===== src/rtl/operand_stage_pkg.sv =====
// Shared types for the operand stage: default widths, forwarding source
// and micro-op bundles, and the stage occupancy encoding.
package operand_stage_pkg;

    localparam int XLEN_DEF   = 32;
    localparam int REG_W_DEF  = 5;
    localparam int NFWD_DEF   = 3;
    localparam int CTRL_W_DEF = 12;
    localparam int CNT_W_DEF  = 32;

    typedef struct packed {
        logic                 valid;
        logic                 avail;
        logic [REG_W_DEF-1:0] dst;
        logic [XLEN_DEF-1:0]  data;
    } fwd_src_t;

    typedef struct packed {
        logic [XLEN_DEF-1:0]   pc;
        logic [REG_W_DEF-1:0]  src1;
        logic [REG_W_DEF-1:0]  src2;
        logic                  use1;
        logic                  use2;
        logic [REG_W_DEF-1:0]  dst;
        logic [XLEN_DEF-1:0]   imm;
        logic [CTRL_W_DEF-1:0] ctrl;
    } uop_t;

    typedef enum logic [1:0] {
        ST_EMPTY,
        ST_FULL,
        ST_INTERLOCK
    } stage_state_t;

endpackage


===== src/rtl/operand_stage_fwd_mux.sv =====
// Priority forwarding select for one source operand: youngest matching
// producer wins, and an unavailable youngest match raises a hazard.
module operand_fwd_mux
    import operand_stage_pkg::*;
#(
    parameter int XLEN  = XLEN_DEF,
    parameter int REG_W = REG_W_DEF,
    parameter int NFWD  = NFWD_DEF
) (
    input  logic                  use_src,
    input  logic [REG_W-1:0]      src,
    input  logic [XLEN-1:0]       rf_data,
    input  logic [NFWD-1:0]       fwd_valid,
    input  logic [NFWD-1:0]       fwd_avail,
    input  logic [NFWD*REG_W-1:0] fwd_dst,
    input  logic [NFWD*XLEN-1:0]  fwd_data,
    output logic [XLEN-1:0]       operand,
    output logic                  hazard
);

    logic [NFWD-1:0] hit;

    always_comb begin
        hit = '0;
        for (int i = 0; i < NFWD; i++) begin
            hit[i] = fwd_valid[i]
                  && (fwd_dst[i*REG_W +: REG_W] == src)
                  && (fwd_dst[i*REG_W +: REG_W] != '0);
        end
    end

    // Walk oldest to youngest so the lowest matching index is applied last.
    always_comb begin
        operand = rf_data;
        hazard  = 1'b0;
        for (int i = NFWD - 1; i >= 0; i--) begin
            if (hit[i]) begin
                operand = fwd_data[i*XLEN +: XLEN];
                hazard  = !fwd_avail[i];
            end
        end
        if (!use_src || (src == '0)) begin
            operand = '0;
            hazard  = 1'b0;
        end
    end

endmodule


===== src/rtl/operand_stage.sv =====
// Operand stage: holds one decoded op, resolves its sources from the
// regfile or forwarding network, interlocks, and hands off to execute.
module operand_stage
    import operand_stage_pkg::*;
#(
    parameter int XLEN   = XLEN_DEF,
    parameter int REG_W  = REG_W_DEF,
    parameter int NFWD   = NFWD_DEF,
    parameter int CTRL_W = CTRL_W_DEF,
    parameter int CNT_W  = CNT_W_DEF
) (
    input  logic                  clk,
    input  logic                  resetn,
    input  logic                  in_valid,
    output logic                  in_ready,
    input  logic [XLEN-1:0]       in_pc,
    input  logic [REG_W-1:0]      in_src1,
    input  logic [REG_W-1:0]      in_src2,
    input  logic                  in_use1,
    input  logic                  in_use2,
    input  logic [REG_W-1:0]      in_dst,
    input  logic [XLEN-1:0]       in_imm,
    input  logic [CTRL_W-1:0]     in_ctrl,
    input  logic                  flush,
    output logic [REG_W-1:0]      rf_idx1,
    output logic [REG_W-1:0]      rf_idx2,
    input  logic [XLEN-1:0]       rf_data1,
    input  logic [XLEN-1:0]       rf_data2,
    input  logic [NFWD-1:0]       fwd_valid,
    input  logic [NFWD-1:0]       fwd_avail,
    input  logic [NFWD*REG_W-1:0] fwd_dst,
    input  logic [NFWD*XLEN-1:0]  fwd_data,
    output logic                  out_valid,
    input  logic                  out_ready,
    output logic [XLEN-1:0]       out_pc,
    output logic [XLEN-1:0]       out_imm,
    output logic [XLEN-1:0]       out_op1,
    output logic [XLEN-1:0]       out_op2,
    output logic                  out_eq,
    output logic [REG_W-1:0]      out_dst,
    output logic [CTRL_W-1:0]     out_ctrl,
    output logic [CNT_W-1:0]      stall_cnt
);

    typedef struct packed {
        logic [XLEN-1:0]   pc;
        logic [REG_W-1:0]  src1;
        logic [REG_W-1:0]  src2;
        logic              use1;
        logic              use2;
        logic [REG_W-1:0]  dst;
        logic [XLEN-1:0]   imm;
        logic [CTRL_W-1:0] ctrl;
    } held_t;

    held_t             held_q;
    held_t             held_d;
    logic              hold_valid_q;
    logic              hold_valid_d;
    logic [CNT_W-1:0]  stall_cnt_q;
    logic [CNT_W-1:0]  stall_cnt_d;
    stage_state_t      state;
    logic [XLEN-1:0]   op1;
    logic [XLEN-1:0]   op2;
    logic              hazard1;
    logic              hazard2;
    logic              hazard;
    logic              fire;
    logic              accept;

    operand_fwd_mux #(
        .XLEN  (XLEN),
        .REG_W (REG_W),
        .NFWD  (NFWD)
    ) u_mux1 (
        .use_src   (held_q.use1),
        .src       (held_q.src1),
        .rf_data   (rf_data1),
        .fwd_valid (fwd_valid),
        .fwd_avail (fwd_avail),
        .fwd_dst   (fwd_dst),
        .fwd_data  (fwd_data),
        .operand   (op1),
        .hazard    (hazard1)
    );

    operand_fwd_mux #(
        .XLEN  (XLEN),
        .REG_W (REG_W),
        .NFWD  (NFWD)
    ) u_mux2 (
        .use_src   (held_q.use2),
        .src       (held_q.src2),
        .rf_data   (rf_data2),
        .fwd_valid (fwd_valid),
        .fwd_avail (fwd_avail),
        .fwd_dst   (fwd_dst),
        .fwd_data  (fwd_data),
        .operand   (op2),
        .hazard    (hazard2)
    );

    assign hazard = hazard1 || hazard2;

    // FULL vs INTERLOCK is re-derived every cycle from live forwarding state.
    always_comb begin
        state = ST_EMPTY;
        if (hold_valid_q) begin
            state = hazard ? ST_INTERLOCK : ST_FULL;
        end
    end

    always_comb begin
        out_valid = (state == ST_FULL);
        fire      = out_valid && out_ready;
        in_ready  = !flush && ((state == ST_EMPTY) || fire);
        accept    = in_valid && in_ready;
        rf_idx1   = held_q.src1;
        rf_idx2   = held_q.src2;
        out_pc    = held_q.pc;
        out_imm   = held_q.imm;
        out_dst   = held_q.dst;
        out_ctrl  = held_q.ctrl;
        out_op1   = op1;
        out_op2   = op2;
        out_eq    = (op1 == op2);
        stall_cnt = stall_cnt_q;
    end

    always_comb begin
        hold_valid_d = hold_valid_q;
        held_d       = held_q;
        stall_cnt_d  = stall_cnt_q;
        if (flush) begin
            hold_valid_d = 1'b0;
        end else if (accept) begin
            hold_valid_d = 1'b1;
        end else if (fire) begin
            hold_valid_d = 1'b0;
        end
        if (accept) begin
            held_d.pc   = in_pc;
            held_d.src1 = in_src1;
            held_d.src2 = in_src2;
            held_d.use1 = in_use1;
            held_d.use2 = in_use2;
            held_d.dst  = in_dst;
            held_d.imm  = in_imm;
            held_d.ctrl = in_ctrl;
        end
        if ((state == ST_INTERLOCK) && !flush && (stall_cnt_q != '1)) begin
            stall_cnt_d = stall_cnt_q + 1'b1;
        end
    end

    always_ff @(posedge clk or negedge resetn) begin
        if (!resetn) begin
            hold_valid_q <= 1'b0;
            held_q       <= '0;
            stall_cnt_q  <= '0;
        end else begin
            hold_valid_q <= hold_valid_d;
            held_q       <= held_d;
            stall_cnt_q  <= stall_cnt_d;
        end
    end

endmodule


===== config.mk =====
export PLATFORM = sky130hd
export DESIGN_NAME = operand_stage
export DESIGN_NICKNAME = d
export VERILOG_FILES = /design/src/rtl/operand_stage_pkg.sv /design/src/rtl/operand_stage_fwd_mux.sv /design/src/rtl/operand_stage.sv
export SDC_FILE = /design/constraint.sdc
export NUM_CORES = 1
export LEC_CHECK = 0
export BUFFER_PORTS_ARGS = -buffer_cell sky130_fd_sc_hd__clkbuf_2
export CORE_AREA = 10 10 172 174
export CTS_CLUSTER_DIAMETER = 150
export DETAILED_ROUTE_END_ITERATION = 8
export DIE_AREA = 0 0 182 184
export PLACE_DENSITY_LB_ADDON = 0.05
export SLEW_MARGIN = 15
export SYNTH_ARGS = -nofsm -noshare
export SYNTH_HDL_FRONTEND = slang
export SYNTH_SLANG_ARGS = --single-unit

===== constraint.sdc =====
create_clock -name clk -period 4 [get_ports clk]
set_clock_uncertainty 0.1 [all_clocks]
set_input_delay 0.8 -clock clk [delete_from_list [all_inputs] [get_ports clk]]
set_output_delay 0.8 -clock clk [all_outputs]
set_load 0.05 [all_outputs]

### Word level (Yosys, flattened, before mapping)

Cells that the tools add are included.

| word-level totals | value |
|---|---|
| bits in registers | 126 |
| input bits | 279 |
| output and inout bits | 190 |

| operators by class | value |
|---|---|
| equality and inequality tests | 10 |
| reduce and logical (&&, ||, !) cells | 34 |
| mux-type cells | 21 |
| add/sub/neg operators | 1 |

Operators by type and width:

| kind | number |
|---|---|
| $mux 32 | 8 |
| $add 32x1->32 const B | 1 |
| $eq 32x32->1 | 1 |
| $ne 32x32->1 const B | 1 |
| $eq 5x5->1 | 6 |
| $logic_and 1x1->1 | 17 |
| $reduce_bool 5->1 | 3 |
| $mux 1 | 11 |
| $logic_not 5->1 | 2 |
| $logic_not 1->1 | 6 |
| $logic_or 1x1->1 | 4 |
| $mux 2 | 2 |
| $reduce_bool 3->1 | 1 |
| $eq 2x1->1 const B | 1 |
| $eq 2x2->1 const B | 1 |
| $logic_not 2->1 | 1 |

### Logic depth before layout (Yosys ltp)

| depth | value |
|---|---|
| depth after elaboration | 17 |
| gate-level depth with buffers | 12 |
| gate-level depth less buffers | 9 |

### By module

From an unflattened synthesis, not the netlist that was laid out.

| unflattened totals | value |
|---|---|
| cell total of the unflattened synthesis | 935 |
| area total of the unflattened synthesis | 9469.1 um2 |

Modules (own cells, without submodules):

| module | area an instance (um2) | times used | sequential area each (um2) | cells each |
|---|---|---|---|---|
| operand_stage | 6133.4 | 1 | 3153.0 | 481 |
| operand_fwd_mux | 1667.8 | 2 | 0.0 | 227 |

### Worst setup path before layout

No wires, ideal clock.

| timing | value |
|---|---|
| path type | input to output |
| from | input fwd_dst[0] |
| to | output out_eq |
| cell stages on the path | 10 |
| arrival time | 4.797 ns |
| slack | -1.697 ns |
| path buffers | 1 |
| path through | or4_1 -> o21ai_1 -> o31a_1 -> nand2_1 -> clkbuf_1 -> o21ai_0 -> xor2_1 -> nor4_1 -> nand4_1 -> nor4_2 |

| between the ends | value |
|---|---|
| cells in the longest elaborated chain, start to end | 6 |
| elaborated cells on any way between the ends | 12 |
| those cells by class | eq/ne: 3; mux: 4; reduce/logical: 5 |

RTL lines:

| what | RTL line | RTL |
|---|---|---|
| start: declaration | operand_stage.sv:31 | `input logic [NFWD*REG_W-1:0] fwd_dst,` |
| $eq 5x5->1 | operand_stage_fwd_mux.sv:27 | `&& (fwd_dst[i*REG_W +: REG_W] == src)` |
| $logic_and 1x1->1 | operand_stage_fwd_mux.sv:27 |  |
| $logic_and 1x1->1 (*) | operand_stage_fwd_mux.sv:28 | `&& (fwd_dst[i*REG_W +: REG_W] != '0);` |
| $mux 32 (*) | operand_stage_fwd_mux.sv:37 | `if (hit[i]) begin` |
| $mux 32 (*) | operand_stage_fwd_mux.sv:42 | `if (!use_src \|\| (src == '0)) begin` |
| via out_op2[17] | operand_stage.sv:38 | `output logic [XLEN-1:0] out_op2,` |
| $eq 32x32->1 (*) | operand_stage.sv:126 | `out_eq = (op1 == op2);` |
| end: declaration | operand_stage.sv:39 | `output logic out_eq,` |

The timed path passes the listed nets; every way through them passes the cells marked *.

### Final worst setup path

| timing | value |
|---|---|
| from | input fwd_dst[11] |
| to | output out_eq |

| between the ends | value |
|---|---|
| cells in the longest elaborated chain, start to end | 8 |
| elaborated cells on any way between the ends | 16 |
| those cells by class | eq/ne: 3; mux: 8; reduce/logical: 5 |

RTL lines:

| what | RTL line |
|---|---|
| $eq 5x5->1 | operand_stage_fwd_mux.sv:27 |
| $logic_and 1x1->1 | operand_stage_fwd_mux.sv:27 |
| $logic_and 1x1->1 | operand_stage_fwd_mux.sv:28 |
| $mux 32 (3 in series) | operand_stage_fwd_mux.sv:37 |
| $mux 32 | operand_stage_fwd_mux.sv:42 |
| $eq 32x32->1 (*) | operand_stage.sv:126 |

Every way passes the cells marked *; elsewhere a longest branch is shown, timed or not.

==> results.tsv <==
stage	metric	value	unit
sta	period utilization	121	%
clocking	Clk Latency, worst-skew pair	420	ps
global_routing	vias in the first global route	8983	
sta	Final Hold Viols	0	
detailed_routing	via/cell ratio	4.87	
clocking	hold buffer count at CTS	0	
sta	Worst slew margin	48.2	%
power	power per cell area	453	mW/mm^2
die	FP Rows	59	
sta	unrepaired setup endpoints after global routing	yes	
power	Clk pwr share	26.5	%
layout	footprint of the multi-input gates	0.00482	mm^2
global_routing	largest net degree at the start of global routing	52	
layout	Area growth syn-to-layout	81.4	%
die	core footprint	0.0259	mm^2
layout	Finished Layout Cells	1684	
yosys	register area share after synthesis	41.2	%
sta	measured slew at the worst slew-check pin	771	ps
yosys	Async SR Flop Fraction	100	%
power	internal power	3.72	mW
sta	Final Setup Violations	3	
worst_setup_path	WP data arrival	3920	ps
hold_path	Tightest Hold Check Type	in2async	
placement	DP HPWL	32600	um
worst_setup_path	startpoint types	input port	
detailed_routing	DRT Wirelength	38400	um
layout	fill cell count	2384	
sta	final setup margin	-823	ps
die	Chip Height	184	um
layout	commonest non-fill, non-tap cell in the layout	clkbuf_2	
power	Pwr Total	6.28	mW
worst_setup_path	highest net fanout along the worst path	7	
layout	Sequential Area	0.00315	mm^2
layout	nets	1607	
worst_setup_path	CP endpoint kind	output port	
sta	minimum clock period	4820	ps
clocking	# H-tree levels	4	
layout	most frequent cells in the layout	clkbuf_2, buf_4, dfrtp_1, buf_12, mux2_1	
yosys	Main synth FF type	dfrtp_1	
power	Logic pwr share	48.8	%
global_routing	initial antenna violation count	10	
yosys	synthesized cell area	0.00765	mm^2
outcome	failing checks	setup timing	
worst_setup_path	critical setup path kind	in2out	
yosys	synthesized area per cell	10.8	um^2
yosys	Post-synth EDFFs	0	
sta	Hold Slack	292	ps
power	NetSw	2.56	mW
yosys	Synth Instances	705	
clocking	clk root buf	clkbuf_16	
clocking	Sinks on Clock Net	126	
yosys	Post-Syn Nets	985	
clocking	Clock transition at path regs	60	ps
clocking	CTS max path bufs	2	
die	Starting Density	29.5	%
global_routing	total gr overflow	0	
worst_setup_path	r2r worst-path depth	13	
yosys	library cells used by synthesis	45	
placement	GPL Wtd Cong	0.852	
sta	FMAX	207	MHz
detailed_routing	antenna-violating nets left	0	
placement	post-placement cell count	1632	
layout	design area	0.0139	mm^2
die	DIE AREA	0.0335	mm^2
power	static leakage	6.66	nW
outcome	outcome	finished with violations	
clocking	CTS Buf Count	17	
worst_setup_path	Data required, critical path	3100	ps
detailed_routing	number of DRC markers in iteration 0	365	
power	Seq pwr share	24.7	%
yosys	warnings from Yosys	0	
layout	share of post-route cells with drive strength above 1	60.5	%
detailed_routing	vias	8202	
die	IO Pins	469	
yosys	Seq cells post-synth	126	
run	Max-Cap Viols	0	
power	Worst VDD drop	0.289	mV
global_routing	GR Util All Layers	22.1	%
power	sw frac	40.8	%
detailed_routing	Residual DRC	0	
detailed_routing	1st-pass router iterations	4	
global_routing	first-pass GRT wire length	56700	um
sta	Slew Viols, Final	0	
clocking	CTS tree	yes	
detailed_routing	wire per inst	22.8	um
placement	dpl cell area	0.0130	mm^2
die	die width	182	um
placement	port buffer count	468	
[routing by layer]
layer,vias up,routed length (um),track usage (%)
met5,-,47,0
met1,3945,14800,23.7
met3,32,2840,7.24
met4,6,557,6.70
li1,3909,-,-
met2,310,20200,40.1
[power groups by stage]
stage	Combinational (mW)	Sequential (mW)	Clock (mW)
floorplan	1.09	2.15	0
global placement	3.02	1.57	0
detailed placement	3.03	1.57	0
CTS	3.07	1.55	1.71
global route	3.21	1.57	1.77
finish	3.06	1.55	1.66
[worst max-delay path, cell delays in order]
cell,delay (ps)
buf_8,100
or4_4,560
o211ai_4,210
nor2_4,70
buf_12,140
mux2_4,290
a221o_2,390
xor2_2,170
nor4_2,340
nand4_1,340
nor4_4,330
buf_12,180
[cell usage after synthesis, types with 2 or more instances]
cell	instances	share of area [%]
nor2_1	8	0.39
nor3_1	7	0.46
mux2_2	39	5.7
a21oi_1	5	0.33
nand4_1	12	0.98
or3_1	2	0.16
or4_1	4	0.39
o21ai_1	5	0.33
clkbuf_1	22	1.1
a221o_1	28	3.7
nand3_1	30	2.0
inv_1	21	1.0
and4_1	6	0.69
and2_1	3	0.25
mux2_4	3	0.59
mux2i_1	36	4.7
a22oi_1	12	1.2
xnor2_1	58	6.6
o221ai_1	15	1.7
nor2_2	2	0.16
dfrtp_1	126	41
o21ai_0	37	2.4
a32oi_1	9	1.0
o21a_1	3	0.29
a311oi_1	2	0.23
nor4_2	2	0.33
nor4_1	9	0.74
and3_1	26	2.1
a211oi_1	10	0.98
xor2_1	35	4.0
mux2_1	66	9.7
nand2_1	34	1.7
buf_2	16	1.0
[stage by stage]
step	utilization, %	setup slack, ps	TNS [ps]
3_3_place_gp	50.0	-955	-8610
5_1_grt	53.5	-921	-1560
3_5_place_dp	50.0	-912	-12990
2_1_floorplan	-	-711	-711
4_1_cts	53.0	-892	-1110
6_report	53.5	-823	-1110
[sequential cells by signal, summed over array words and instances, names as in the netlist]
signal	flops
held_q	2
hold_valid_q	1
out_ctrl	12
out_dst	5
out_imm	32
out_pc	32
rf_idx1	5
rf_idx2	5
stall_cnt	32
[what timing repair did]
item / 4_1_cts / 5_1_grt
pin swaps: 12 / 11
buffers inserted: 6 / 5
setup endpoints to repair: 14 / 17
resized for setup: 17 / 20
[path summary, 6_finish.rpt]
| check | end | start | slack (ps) |
|---|---|---|---|
| max | out_eq | fwd_dst[11] | -820 |
| min | out_pc[25] | resetn | 290 |
| max reg2reg | stall_cnt[21] | rf_idx2[0] | 430 |
| min reg2reg | out_dst[2] | out_dst[2] | 390 |
| max in group asynchronous | rf_idx2[0] | resetn | 2460 |
| min in group clk | out_dst[2] | out_dst[2] | 390 |
[kinds of logic after synthesis]
| family | Yosys count | synth area share, % |
|---|---|---|
| buffers and inverters | 61 | 3.35 |
| AO/OA/AOI/OAI | 132 | 13.2 |
| flip-flops | 126 | 41.2 |
| adder cells (fa/ha/maj) | 1 | 0.164 |
| AND/OR/NAND/NOR | 148 | 10.7 |
| XOR/XNOR | 93 | 10.7 |
| multiplexers | 144 | 20.8 |
[final cells by class]
type / count / area share [%]
Timing Repair Buffer: 643 / 34.2
Tap cell: 335 / 3.02
Sequential cell: 126 / 22.7
Antenna cell: 9 / 0.162
Clock buffer: 17 / 3.07
Clock inverter: 15 / 1.50
Inverter: 21 / 0.568
Multi-Input combinational cell: 518 / 34.8
Note: power is estimated with default switching activity, not from simulation.
